### src/rtl/axis_packet_arbiter.sv
// Round-robin packet arbiter merging NUM_STREAMS AXI streams onto one output.
// A grant is held for a whole packet; the data path is a combinational mux of the granted input.
module axis_packet_arbiter #(
  parameter int unsigned AXIS_BYTES     = 1,
  parameter int unsigned AXIS_USER_BITS = 1,
  parameter int unsigned NUM_STREAMS    = 2,
  localparam int unsigned IDX_W         = (NUM_STREAMS > 1) ? $clog2(NUM_STREAMS) : 1,
  localparam int unsigned DATA_W        = AXIS_BYTES * 8
) (
  input  logic                                 clk,
  input  logic                                 sresetn,
  output logic [NUM_STREAMS-1:0]               axis_i_tready,
  input  logic [NUM_STREAMS-1:0]               axis_i_tvalid,
  input  logic [NUM_STREAMS-1:0]               axis_i_tlast,
  input  logic [NUM_STREAMS*DATA_W-1:0]        axis_i_tdata,
  input  logic [NUM_STREAMS*AXIS_USER_BITS-1:0] axis_i_tuser,
  input  logic                                 axis_o_tready,
  output logic                                 axis_o_tvalid,
  output logic                                 axis_o_tlast,
  output logic [DATA_W-1:0]                    axis_o_tdata,
  output logic [AXIS_USER_BITS-1:0]            axis_o_tuser,
  output logic                                 grant_valid,
  output logic [IDX_W-1:0]                     grant_index
);

  typedef enum logic {
    IDLE   = 1'b0,
    LOCKED = 1'b1
  } state_t;

  state_t           state;
  logic [IDX_W-1:0] pointer;
  logic [IDX_W-1:0] pointer_next;
  logic [IDX_W-1:0] cand_idx;
  logic [IDX_W-1:0] pick_idx;
  logic             pick_found;
  logic             packet_done;

  logic [NUM_STREAMS-1:0][DATA_W-1:0]         in_data;
  logic [NUM_STREAMS-1:0][AXIS_USER_BITS-1:0] in_user;

  assign in_data = axis_i_tdata;
  assign in_user = axis_i_tuser;

  // First valid requester at or after the priority pointer, wrapping around.
  always_comb begin
    pick_found = 1'b0;
    pick_idx   = '0;
    cand_idx   = '0;
    for (int unsigned k = 0; k < NUM_STREAMS; k++) begin
      cand_idx = IDX_W'((32'(pointer) + k) % NUM_STREAMS);
      if (!pick_found && axis_i_tvalid[cand_idx]) begin
        pick_found = 1'b1;
        pick_idx   = cand_idx;
      end
    end
  end

  // Output mux and ready steering; idle outputs whenever no packet is locked.
  always_comb begin
    axis_o_tvalid = 1'b0;
    axis_o_tlast  = 1'b0;
    axis_o_tdata  = '0;
    axis_o_tuser  = '0;
    axis_i_tready = '0;
    if (state == LOCKED) begin
      axis_o_tvalid              = axis_i_tvalid[grant_index];
      axis_o_tlast               = axis_i_tlast[grant_index];
      axis_o_tdata               = in_data[grant_index];
      axis_o_tuser               = in_user[grant_index];
      axis_i_tready[grant_index] = axis_o_tready;
    end
  end

  assign packet_done  = axis_o_tvalid && axis_o_tready && axis_o_tlast;
  assign pointer_next = IDX_W'((32'(grant_index) + 32'd1) % NUM_STREAMS);
  assign grant_valid  = (state == LOCKED);

  // Grant FSM: arbitrate in IDLE, hold the grant until the tlast handshake.
  always_ff @(posedge clk) begin
    if (!sresetn) begin
      state       <= IDLE;
      grant_index <= '0;
      pointer     <= '0;
    end else begin
      case (state)
        IDLE: begin
          if (pick_found) begin
            grant_index <= pick_idx;
            state       <= LOCKED;
          end
        end
        LOCKED: begin
          if (packet_done) begin
            pointer <= pointer_next;
            state   <= IDLE;
          end
        end
      endcase
    end
  end

endmodule

### config.mk
export PLATFORM = sky130hd
export DESIGN_NAME = axis_packet_arbiter
export DESIGN_NICKNAME = d
export VERILOG_FILES = /design/src/rtl/axis_packet_arbiter.sv
export SDC_FILE = /design/constraint.sdc
export NUM_CORES = 1
export LEC_CHECK = 0
export CAP_MARGIN = 25
export CORE_AREA = 2 2 39 41
export DETAILED_ROUTE_END_ITERATION = 16
export DIE_AREA = 0 0 41 43
export PLACE_DENSITY = 0.76
export SYNTH_ARGS = -nofsm -noshare
export SYNTH_HDL_FRONTEND = slang
export SYNTH_SLANG_ARGS = --single-unit
export TNS_END_PERCENT = 1
### constraint.sdc
create_clock -name clk -period 2.2 [get_ports clk]
set_input_delay 0.44 -clock clk [delete_from_list [all_inputs] [get_ports clk]]
set_output_delay 0.44 -clock clk [all_outputs]
set_load 0.03 [all_outputs]
==> metrics.md, run 1 <==
| Metric | Value |
|---|---|
| Outcome | finished, final reports clean |
| Clock Latency Late Sink | 0.23 ns |
| Final min period | a little under 2 ns |
| CP Max Fanout | 1 |
| R2R setup slack | between 0.6 and 0.7 ns |
| Drt pass-1 iters | 2 |
| Worst setup EP type | primary output |
| Crit path required time | roughly 1.8 ns |
| Area of the core | ~1400 µm² |
| WS Path Type | input pin to primary output |
| Hpwl dp | slightly above 900 µm |
| Routed len/inst | 11.60 µm |
| Yosys top cell by area | mux2i_1 |
| Worst slew pin tran | ~0.36 ns |
| Worst path slowest cell | clkdlybuf4s50_1 |
| Clock transition at the registers of the reported paths | 0.03 ns |
| CP Cell Sequence | clkdlybuf4s50_1, mux2i_1, nor2_1, dlygate4sd2_1 |
| Chip Width | between 40 and 50 µm |
| Worst reg2reg endpoint | pointer$_SDFFE_PN0P_ |
| Worst Skew | 0.005111 ns |
| I/O Buffers | 39 |
| Initial DRC count | 5 |
| Antenna Cells | 0 |
| EDFF count, synth | 0 |
| Rows | 14 |
| Warnings, synthesis | 0 |
| Top_reg_cell synth | dfxtp_1 |
| Initial antenna violation count | 0 |
| Die ar. | 1763 µm² |
| Worst slew slack as a fraction of its limit | roughly three quarters |
| Final Wtd Congestion | 0.5830 |
| Max cap viols | 0 |
| Setup ws final | between 0.2 and 0.3 ns |
| Hold_sp | pointer$_SDFFE_PN0P_ |
| Number of nets in the layout | 109 |
| Cts bufs inserted | 3 |
| Setup_tns | 0 ns |
| Pwr dens | 410.8 nW/µm² |
| # H-tree levels | 1 |
| Worst hold endpoint | pointer$_SDFFE_PN0P_ |
| Mapped Cells | 41 |
| Post-synth ARST share | 0% |
| Syn-to-layout area delta | 141.9% |
| Fin. max-slew vios | 0 |
| Hold-fix buffers, CTS | 0 |
| F_max | approximately 520 MHz |
| Critical Path Start Type | input pin |
| Setup violations, final | 0 |
| Worst Hold Slack | about 0.47 ns |
| Share of the yosys chip area belonging to registers | 19.35% |
| All-layer global routing usage | roughly 14% |
| Die span in y | 43 µm |
| Vias per cell | between 4 and 5 |
| # IOs | 40 |
| Synth cell types | 15 |
| DRT Wirelength | about 1100 µm |
| Synth cell count leaders | 12 x mux2i_1, 12 x nor2_1, 3 x dfxtp_1, 2 x inv_1, 2 x nand2_1 |
| Final hold vios | 0 |
| HP Class | flip-flop to flip-flop |
| Final ANT Viol Nets | 0 |
| Static Leak | 0.0004113 µW |
| Clk buf depth | 2 |
| R2R depth | 5 |
| Worst ir drop on vdd | approximately 0.29 mV |
| Max incr delay on CP | 0.46 ns |
| Worst slack, placed | 0.001955 ns |
| Total congestion overflow | 0 |
| Post-route DRC | 0 |
| CTS tree | yes |
| Vias in the first global route | ~410 |
| Final Cycle Share | between 80% and 90% |
| Worst hold stages | 2 |
| Root buffer cell | clkbuf_4 |
| FF+latch count, synth | 3 |
| Worst flop-to-flop path startpoint | grant_index$_SDFFE_PN0P_ |
| WP data arrival | about 1.5 ns |
| Synth top area cells | mux2i_1 39%, dfxtp_1 19%, nor2_1 15% |
| Syn Nets | 66 |
| RSZ-0062 raised after global routing | false |
| Synthesized cell area | between 300 and 400 µm² |
| Largest net degree at the start of global routing | 16 |
| Fraction of layout cells with a size suffix above 1 | about an eighth |
| Via count | between 400 and 500 |
| Syn Area/Cell | 7.568 µm² |
| CTS Sinks | 3 |
| Post-CTS Setup Bufs | 0 |
| Yosys top cell area share | around 39% |
| First-pass GRT wire length | 1745 µm |
| Initial Util | 22.42% |
## worst max path at each step
| stage | from | end | slack, ns | depth (start not counted) |
|---|---|---|---|---|
| finish | axis_i_tdata[13] | axis_o_tdata[5] | 0.27 | 4 |
| CTS | axis_i_tdata[15] | axis_o_tdata[7] | 0.002 | 4 |
| floorplan | grant_index$_SDFFE_PN0P_ | axis_o_tdata[0] | 0.33 | 4 |
| global placement | axis_o_tready | axis_i_tready[1] | 0.03 | 3 |
| global route | grant_valid$_SDFF_PN0_ | axis_o_tdata[2] | 0.22 | 3 |
| detailed placement | axis_i_tdata[13] | axis_o_tdata[5] | 0.002 | 4 |
## timing repair
| action | in CTS | in global routing |
|---|---|---|
| setup endpoints to repair | 2 | 7 |
| pin swaps | 0 | 0 |
| resized for setup | 2 | 7 |
## state kept, by name, summed over array words and instances, names as in the netlist
signal       cells
pointer          1
grant_index      1
grant_valid      1
## routing by layer
metal	wire (µm)	GRT usage, %
met5	0	0
met4	14	8.000
met3	91	1.571
met2	631	25.31
met1	410	15.38
## worst max-delay path, delay by kind of cell
kind          cells  cell delay, ns
mux               1            0.07
buf+inv           2            0.88
simple gates      1            0.10
## layout by cell type (no fill, tap or decap)
| master | n |
|---|---|
| nand2_1 | 2 |
| or4_4 | 1 |
| dfxtp_1 | 3 |
| clkbuf_1 | 1 |
| clkbuf_4 | 3 |
| and3_1 | 1 |
| dlygate4sd2_1 | 2 |
| o211ai_1 | 1 |
| dlymetal6s2s_1 | 7 |
| clkdlybuf4s50_1 | 26 |
| o21ai_0 | 1 |
| nand2b_1 | 1 |
| buf_4 | 6 |
| nor2_1 | 12 |
| mux2i_1 | 12 |
| o311a_1 | 1 |
| inv_1 | 2 |
| a21boi_0 | 1 |
## final cells by class
class                      instances  area, µm²
sequential                         3      60.06
multi-input combinational         33      226.5
tap                               16      20.02
inverter                           2      7.507
fill                             146      633.1
clock buffer                       4      26.28
timing repair buffer              41      410.4
## report_power, final
part | total [µW] | internal [µW] | leakage (µW) | switching, µW
logic | 152 | 79.4 | 0.000372 | 72.6
registers | 59.8 | 57.5 | 0.0000247 | 2.34
clock network | 96.6 | 68.0 | 0.0000150 | 28.6
## cell families (layout without fill, tap and decap cells)
| family | after synthesis | count (layout) | synth area share (%) |
|---|---|---|---|
| flip-flops | 3 | 3 | 19.36 |
| AO/OA/AOI/OAI | 4 | 4 | 9.678 |
| buffers and inverters | 5 | 47 | 7.660 |
| AND/OR/NAND/NOR | 17 | 17 | 24.60 |
| multiplexers | 12 | 12 | 38.71 |
## through the flow
stage	cells	instance area, µm²	utilization, %	total power (µW)
after floorplan	41	310.3	-	134.2
after global placement	95	709.4	51.27	214.6
after CTS	99	733.2	52.98	316.7
after detailed placement	95	709.4	51.27	216.8
after global routing	99	750.7	54.25	330.0
final	99	750.7	54.25	308.4
No activity file was read; power rests on OpenSTA's default activity.
==> run 2, diff against run 1 <==
--- a/config.mk
+++ b/config.mk
@@ -9,7 +9,9 @@
 export CORE_AREA = 2 2 39 41
 export DETAILED_ROUTE_END_ITERATION = 16
 export DIE_AREA = 0 0 41 43
+export MAX_ROUTING_LAYER = met4
 export PLACE_DENSITY = 0.76
+export REMOVE_ABC_BUFFERS = 1
 export SYNTH_ARGS = -nofsm -noshare
 export SYNTH_HDL_FRONTEND = slang
 export SYNTH_SLANG_ARGS = --single-unit
==> run 2 against run 1 <==
Net effect:
- critical path type is now flip-flop to primary output
- via count is the same
- utilization shrank 0.54 points
- critical endpoint is now grant_index
- flip-flop and latch count is the same
==> metrics.md, run 2 (synthesis results as in run 1) <==
| Metric | Value |
|---|---|
| Initial Util | 22.42% |
| Setup violations, final | 0 |
| NetSw | around 100 µW |
| Routed len/inst | between 10 and 15 µm |
| Max cap viols | 0 |
| Hold_sp | pointer$_SDFFE_PN0P_ |
| I/O Buffers | 39 |
| Final hold vios | 0 |
| CP Max Fanout | 8 |
| Rows | 14 |
| Fraction of layout cells with a size suffix above 1 | about 16% |
| R2R setup slack | roughly 0.74 ns |
| Multi-input gate area | between 200 and 250 µm² |
| Most frequent cells in the layout | 26 x clkdlybuf4s50_1, 12 x mux2i_1, 12 x nor2_1 |
| WS Path Type | flip-flop to primary output |
| Largest net degree at the start of global routing | 14 |
| Chip Width | between 40 and 50 µm |
| Root buffer cell | clkbuf_4 |
| Power share of the clock group | just over 30% |
| Critical Path Start Type | flip-flop |
| Pwr dens | about 410 nW/µm² |
| RSZ-0062 raised after global routing | false |
| R2R depth | 3 |
| Worst Hold Slack | around 0.46 ns |
| Finished Cell Area | roughly 740 µm² |
| Fillers | between 100 and 150 |
| Vias in the first global route | around 420 |
| Antenna Cells | 0 |
| F_max | approximately 540 MHz |
| Most common cell after layout, fill and taps aside | clkdlybuf4s50_1 |
| Worst reg2reg endpoint | pointer$_SDFFE_PN0P_ |
| Cts bufs inserted | 3 |
| DR top layer | met3 |
| Worst hold stages | 2 |
| CP Cell Sequence | buf_4, clkdlybuf4s50_1 |
| Hpwl dp | 886.1 µm |
| Final ANT Viol Nets | 0 |
| Setup_tns | 0 ns |
| Final min period | ~1.9 ns |
| Final non-filler cell total | between 90 and 100 |
| Worst hold endpoint | pointer$_SDFFE_PN0P_ |
| Worst setup EP type | primary output |
| Stages on worst setup path | 2 |
| Initial antenna violation count | 0 |
| Post-route DRC | 0 |
| Static Leak | just under 0.0004 µW |
| Max incr delay on CP | a little under 0.7 ns |
| CTS tree | yes |
| Number of nets in the layout | around 110 |
| Met2 WL | slightly below 600 µm |
| Cell family with most CP delay | buffers and inverters |
| Worst Skew | about 0.00067 ns |
| Total congestion overflow | 0 |
| Cells after DPL | 95 |
| Via count | between 400 and 500 |
| Register area | 60.06 µm² |
| Syn-to-layout area delta | 139.5% |
| Die span in y | roughly 43 µm |
| First-pass GRT wire length | approximately 1700 µm |
| Final Cycle Share | between 80% and 90% |
| Post-CTS Setup Bufs | 0 |
| Clk buf depth | 2 |
| Initial DRC count | 2 |
| Crit path required time | ~1.8 ns |
| Fin. max-slew vios | 0 |
| All-layer global routing usage | 13.96% |
| Drt pass-1 iters | 2 |
| Die ar. | between 1500 and 2000 µm² |
| Clock transition at the registers of the reported paths | ~0.040 ns |
| Worst path buffer plus inverter count | 2 |
| WP data arrival | 1.42 ns |
| # H-tree levels | 1 |
| Worst path slowest cell | clkdlybuf4s50_1 |
| Worst slew pin tran | 0.3783 ns |
| Layout Utilization | 53.71% |
| CTS Sinks | 3 |
| Worst flop-to-flop path startpoint | grant_valid$_SDFF_PN0_ |
| Internal | approximately 200 µW |
| Clock Latency Late Sink | 0.23 ns |
| Hold-fix buffers, CTS | 0 |
| Combinational Power Share | ~50% |
| Worst ir drop on vdd | about 0.34 mV |
| HP Class | flip-flop to flip-flop |
| # IOs | 40 |
| DRT Wirelength | 1129 µm |
| WL met3 | a little under 90 µm |
| Seq pwr share | 19.5% |
| Worst slew slack as a fraction of its limit | ~75% |
| Final Wtd Congestion | between 0.6 and 0.7 |
| Area of the core | roughly 1400 µm² |
| WL met1 | about 450 µm |
| Sw Ratio | between 30% and 40% |
| Outcome | finished, final reports clean |
| Placed Area | between 700 and 800 µm² |
| Vias per cell | roughly 4.4 |
==> run 2: cell count changes in the layout (fill, tap and decap cells not counted), sizes merged <==
cell / previous run / this run
dlygate4sd2: 2 / 0
dlymetal6s2s: 7 / 6
buf: 6 / 9
==> run 2: worst max path at each step <==
stage | start | end | slack (ns)
after floorplan | grant_index$_SDFFE_PN0P_ | axis_o_tvalid | 0.27
after global placement | axis_o_tready | axis_i_tready[0] | 0.04
after detailed placement | axis_i_tuser[1] | axis_o_tuser | 0.02
after global routing | grant_index$_SDFFE_PN0P_ | grant_index | 0.29
after CTS | axis_i_tuser[1] | axis_o_tuser | 0.02
final | grant_index$_SDFFE_PN0P_ | grant_index | 0.34
==> run 2: power by group through the flow <==
stage	clock network, µW	logic, µW	registers (µW)
after global routing	103	162	60.6
after CTS	100	155	60.0
after floorplan	0	62.0	69.6
after global placement	0	152	60.8
final	94.8	152	60.0
after detailed placement	0	155	60.7
==> run 2: worst reg2reg max path: stages, from the launching register on <==
cell and delay [ns]:
dfxtp_1 0.39, inv_1 0.22, or4_4 0.60, mux2i_1 0.13
==> run 2: final cells by class <==
cell class | count | share of cell area (%)
tap | 16 | 2.694
inverter | 2 | 1.010
timing repair buffer | 41 | 54.21
clock buffer | 4 | 3.535
multi-input combinational | 33 | 30.47
sequential | 3 | 8.081
==> run 2: what timing repair did <==
| action | 4_1_cts | 5_1_grt |
|---|---|---|
| resized for setup | 0 | 6 |
| endpoints found under the setup margin | 0 | 6 |
| hold endpoints to repair | 0 | 0 |
==> run 2: stage by stage <==
stage / power [µW] / setup WS [ns]
3_3_place_gp: 213.3 / 0.03505
5_1_grt: 325.7 / 0.2856
6_report: 307.0 / 0.3438
3_5_place_dp: 215.3 / 0.01846
2_1_floorplan: 131.6 / 0.2743
4_1_cts: 315.6 / 0.02027
==> run 2: per-layer routing <==
layer,track usage [%],vias to the layer above
met3,5.236,0
met2,22.50,16
met1,16.29,196
met4,2.000,0
li1,-,225
met5,-,-
==> run 3, diff against run 2 <==
==> constraint.sdc (replaced) <==
create_clock -name clk -period 1.79 [get_ports clk]
set_input_delay 0.358 -clock clk [delete_from_list [all_inputs] [get_ports clk]]
set_output_delay 0.358 -clock clk [all_outputs]
set_load 0.03 [all_outputs]
==> run 3 against run 2 <==
Net effect:
- design area is 4.7% lower
- flip-flop and latch count stayed put
- count of clock-buffer cells in the layout stayed put
- first-iteration DRC count stayed put
- combinational power is 19% higher
- largest power group unchanged
- utilization is 2.5 points lower
- cell count is 1.0% lower
- wire length is 8.8% lower
- via count is 0.69% higher
==> metrics.md, run 3 (synthesis results as in run 1) <==
| Metric | Value |
|---|---|
| Most frequent cells in the layout | 25 x clkdlybuf4s50_1, 14 x buf_4, 12 x mux2i_1, 12 x nor2_1, 3 x clkbuf_4 |
| CP Cell Sequence | clkdlybuf4s50_1 |
| Chip Width | slightly above 40 µm |
| Final Cycle Share | a little over nine tenths |
| Syn-to-layout area delta | 128.2% |
| Initial Util | 22.42% |
| Total congestion overflow | 0 |
| Clock Latency Late Sink | 0.23 ns |
| Final hold vios | 0 |
| HP Class | flip-flop to flip-flop |
| Fraction of layout cells with a size suffix above 1 | 24.39% |
| WS Path Type | flip-flop to primary output |
| F_max | around 590 MHz |
| Worst Skew | around 0.0025 ns |
| Hpwl dp | 841.1 µm |
| Die span in y | ~43 µm |
| Worst path buffer plus inverter count | 1 |
| Antenna Cells | 0 |
| Cts bufs inserted | 3 |
| R2R depth | 3 |
| Worst path slowest cell | clkdlybuf4s50_1 |
| Final ANT Viol Nets | 0 |
| Max incr delay on CP | approximately 0.71 ns |
| # H-tree levels | 1 |
| Worst slew slack as a fraction of its limit | between 70% and 80% |
| Initial DRC count | 2 |
| Fin. max-slew vios | 0 |
| Initial antenna violation count | 0 |
| Worst slack, placed | about 0.018 ns |
| Rows | 14 |
| Post-route DRC | 0 |
| RSZ-0062 raised after global routing | false |
| CP Max Fanout | 6 |
| Number of nets in the layout | approximately 110 |
| Setup violations, final | 0 |
| Pwr dens | roughly 530 nW/µm² |
| Cell family with most CP delay | buffers and inverters |
| CTS Sinks | 3 |
| Stages on worst setup path | 1 |
| Setup ws final | between 0.08 and 0.09 ns |
| WP data arrival | ~1.3 ns |
| Die ar. | around 1800 µm² |
| Root buffer cell | clkbuf_4 |
| # IOs | 40 |
| Final min period | roughly 1.7 ns |
| Critical Path Start Type | flip-flop |
| Routed len/inst | 10.51 µm |
| Max cap viols | 0 |
| Fillers | ~140 |
| Clock transition at the registers of the reported paths | ~0.03 ns |
| DRT Wirelength | roughly 1000 µm |
| Worst ir drop on vdd | ~0.36 mV |
| All-layer global routing usage | around 14% |
| Crit path required time | around 1.4 ns |
| Clk buf depth | 2 |
| CTS tree | yes |
| Worst Hold Slack | between 0.4 and 0.5 ns |
| Worst setup EP type | primary output |
| Area of the core | roughly 1400 µm² |
| Vias in the first global route | 440 |
| Worst hold stages | 2 |
| Worst slew pin tran | about 0.37 ns |
| Final Wtd Congestion | roughly 0.64 |
| Vias per cell | around 4.5 |
| Via count | 440 |
| Most common cell after layout, fill and taps aside | clkdlybuf4s50_1 |
| Static Leak | approximately 0.00031 µW |
| First-pass GRT wire length | 1683 µm |
| Outcome | finished, final reports clean |
| Largest net degree at the start of global routing | 14 |
| I/O Buffers | 39 |
| Drt pass-1 iters | 3 |
[run 3: changes by cell type in the layout (fill, tap and decap cells not counted), sizes merged]
cell	change
clkdlybuf4s50	-1
buf	+6
dlymetal6s2s	-6
[run 3: area by class of cell]
| type | count | area, µm² | area share (%) |
|---|---|---|---|
| Clock buffer | 4 | 26.28 | 3.710 |
| Inverter | 2 | 7.507 | 1.060 |
| Multi-Input combinational cell | 33 | 226.5 | 31.98 |
| Sequential cell | 3 | 61.31 | 8.657 |
| Tap cell | 16 | 20.02 | 2.827 |
| Timing Repair Buffer | 40 | 366.6 | 51.77 |
[run 3: final timing paths]
path,startpoint,slack [ns],end
worst max-delay path,grant_valid$_SDFF_PN0_,0.09,grant_valid
worst min-delay path,pointer$_SDFFE_PN0P_,0.48,pointer$_SDFFE_PN0P_
worst max register to register,grant_valid$_SDFF_PN0_,0.31,pointer$_SDFFE_PN0P_
worst min register to register,pointer$_SDFFE_PN0P_,0.48,pointer$_SDFFE_PN0P_
[run 3: stage by stage]
step,instance area (µm²),utilization (%),setup TNS [ns],total power [µW],instances
6_report,708.2,51.18,0,375.8,98
5_1_grt,708.2,51.18,0,406.1,98
4_1_cts,703.2,50.81,0,381.5,98
3_5_place_dp,676.9,48.92,0,258.5,94
3_3_place_gp,676.9,48.92,0,256.9,94
2_1_floorplan,294.0,-,-0.2585,161.8,38
[run 3: power breakdown]
part	leakage (µW)	internal, µW	switching, µW
logic	0.000270	95.0	85.6
clock network	0.0000150	83.5	35.1
registers	0.0000251	71.0	5.46
[run 3: repair_timing]
item                                   in CTS  in global routing
hold buffers                                0                  0
endpoints found under the hold margin       0                  0
setup endpoints to repair                   0                  9
setup buffers                               0                  0
resized for setup                           0                  2
[run 3: layer usage]
metal	share of wire [%]	GRT usage [%]	vias to the layer above
met5	0	-	-
met4	1.4	8.000	0
met3	9.2	5.236	3
met2	51	21.25	19
met1	38	15.34	194
li1	-	-	224
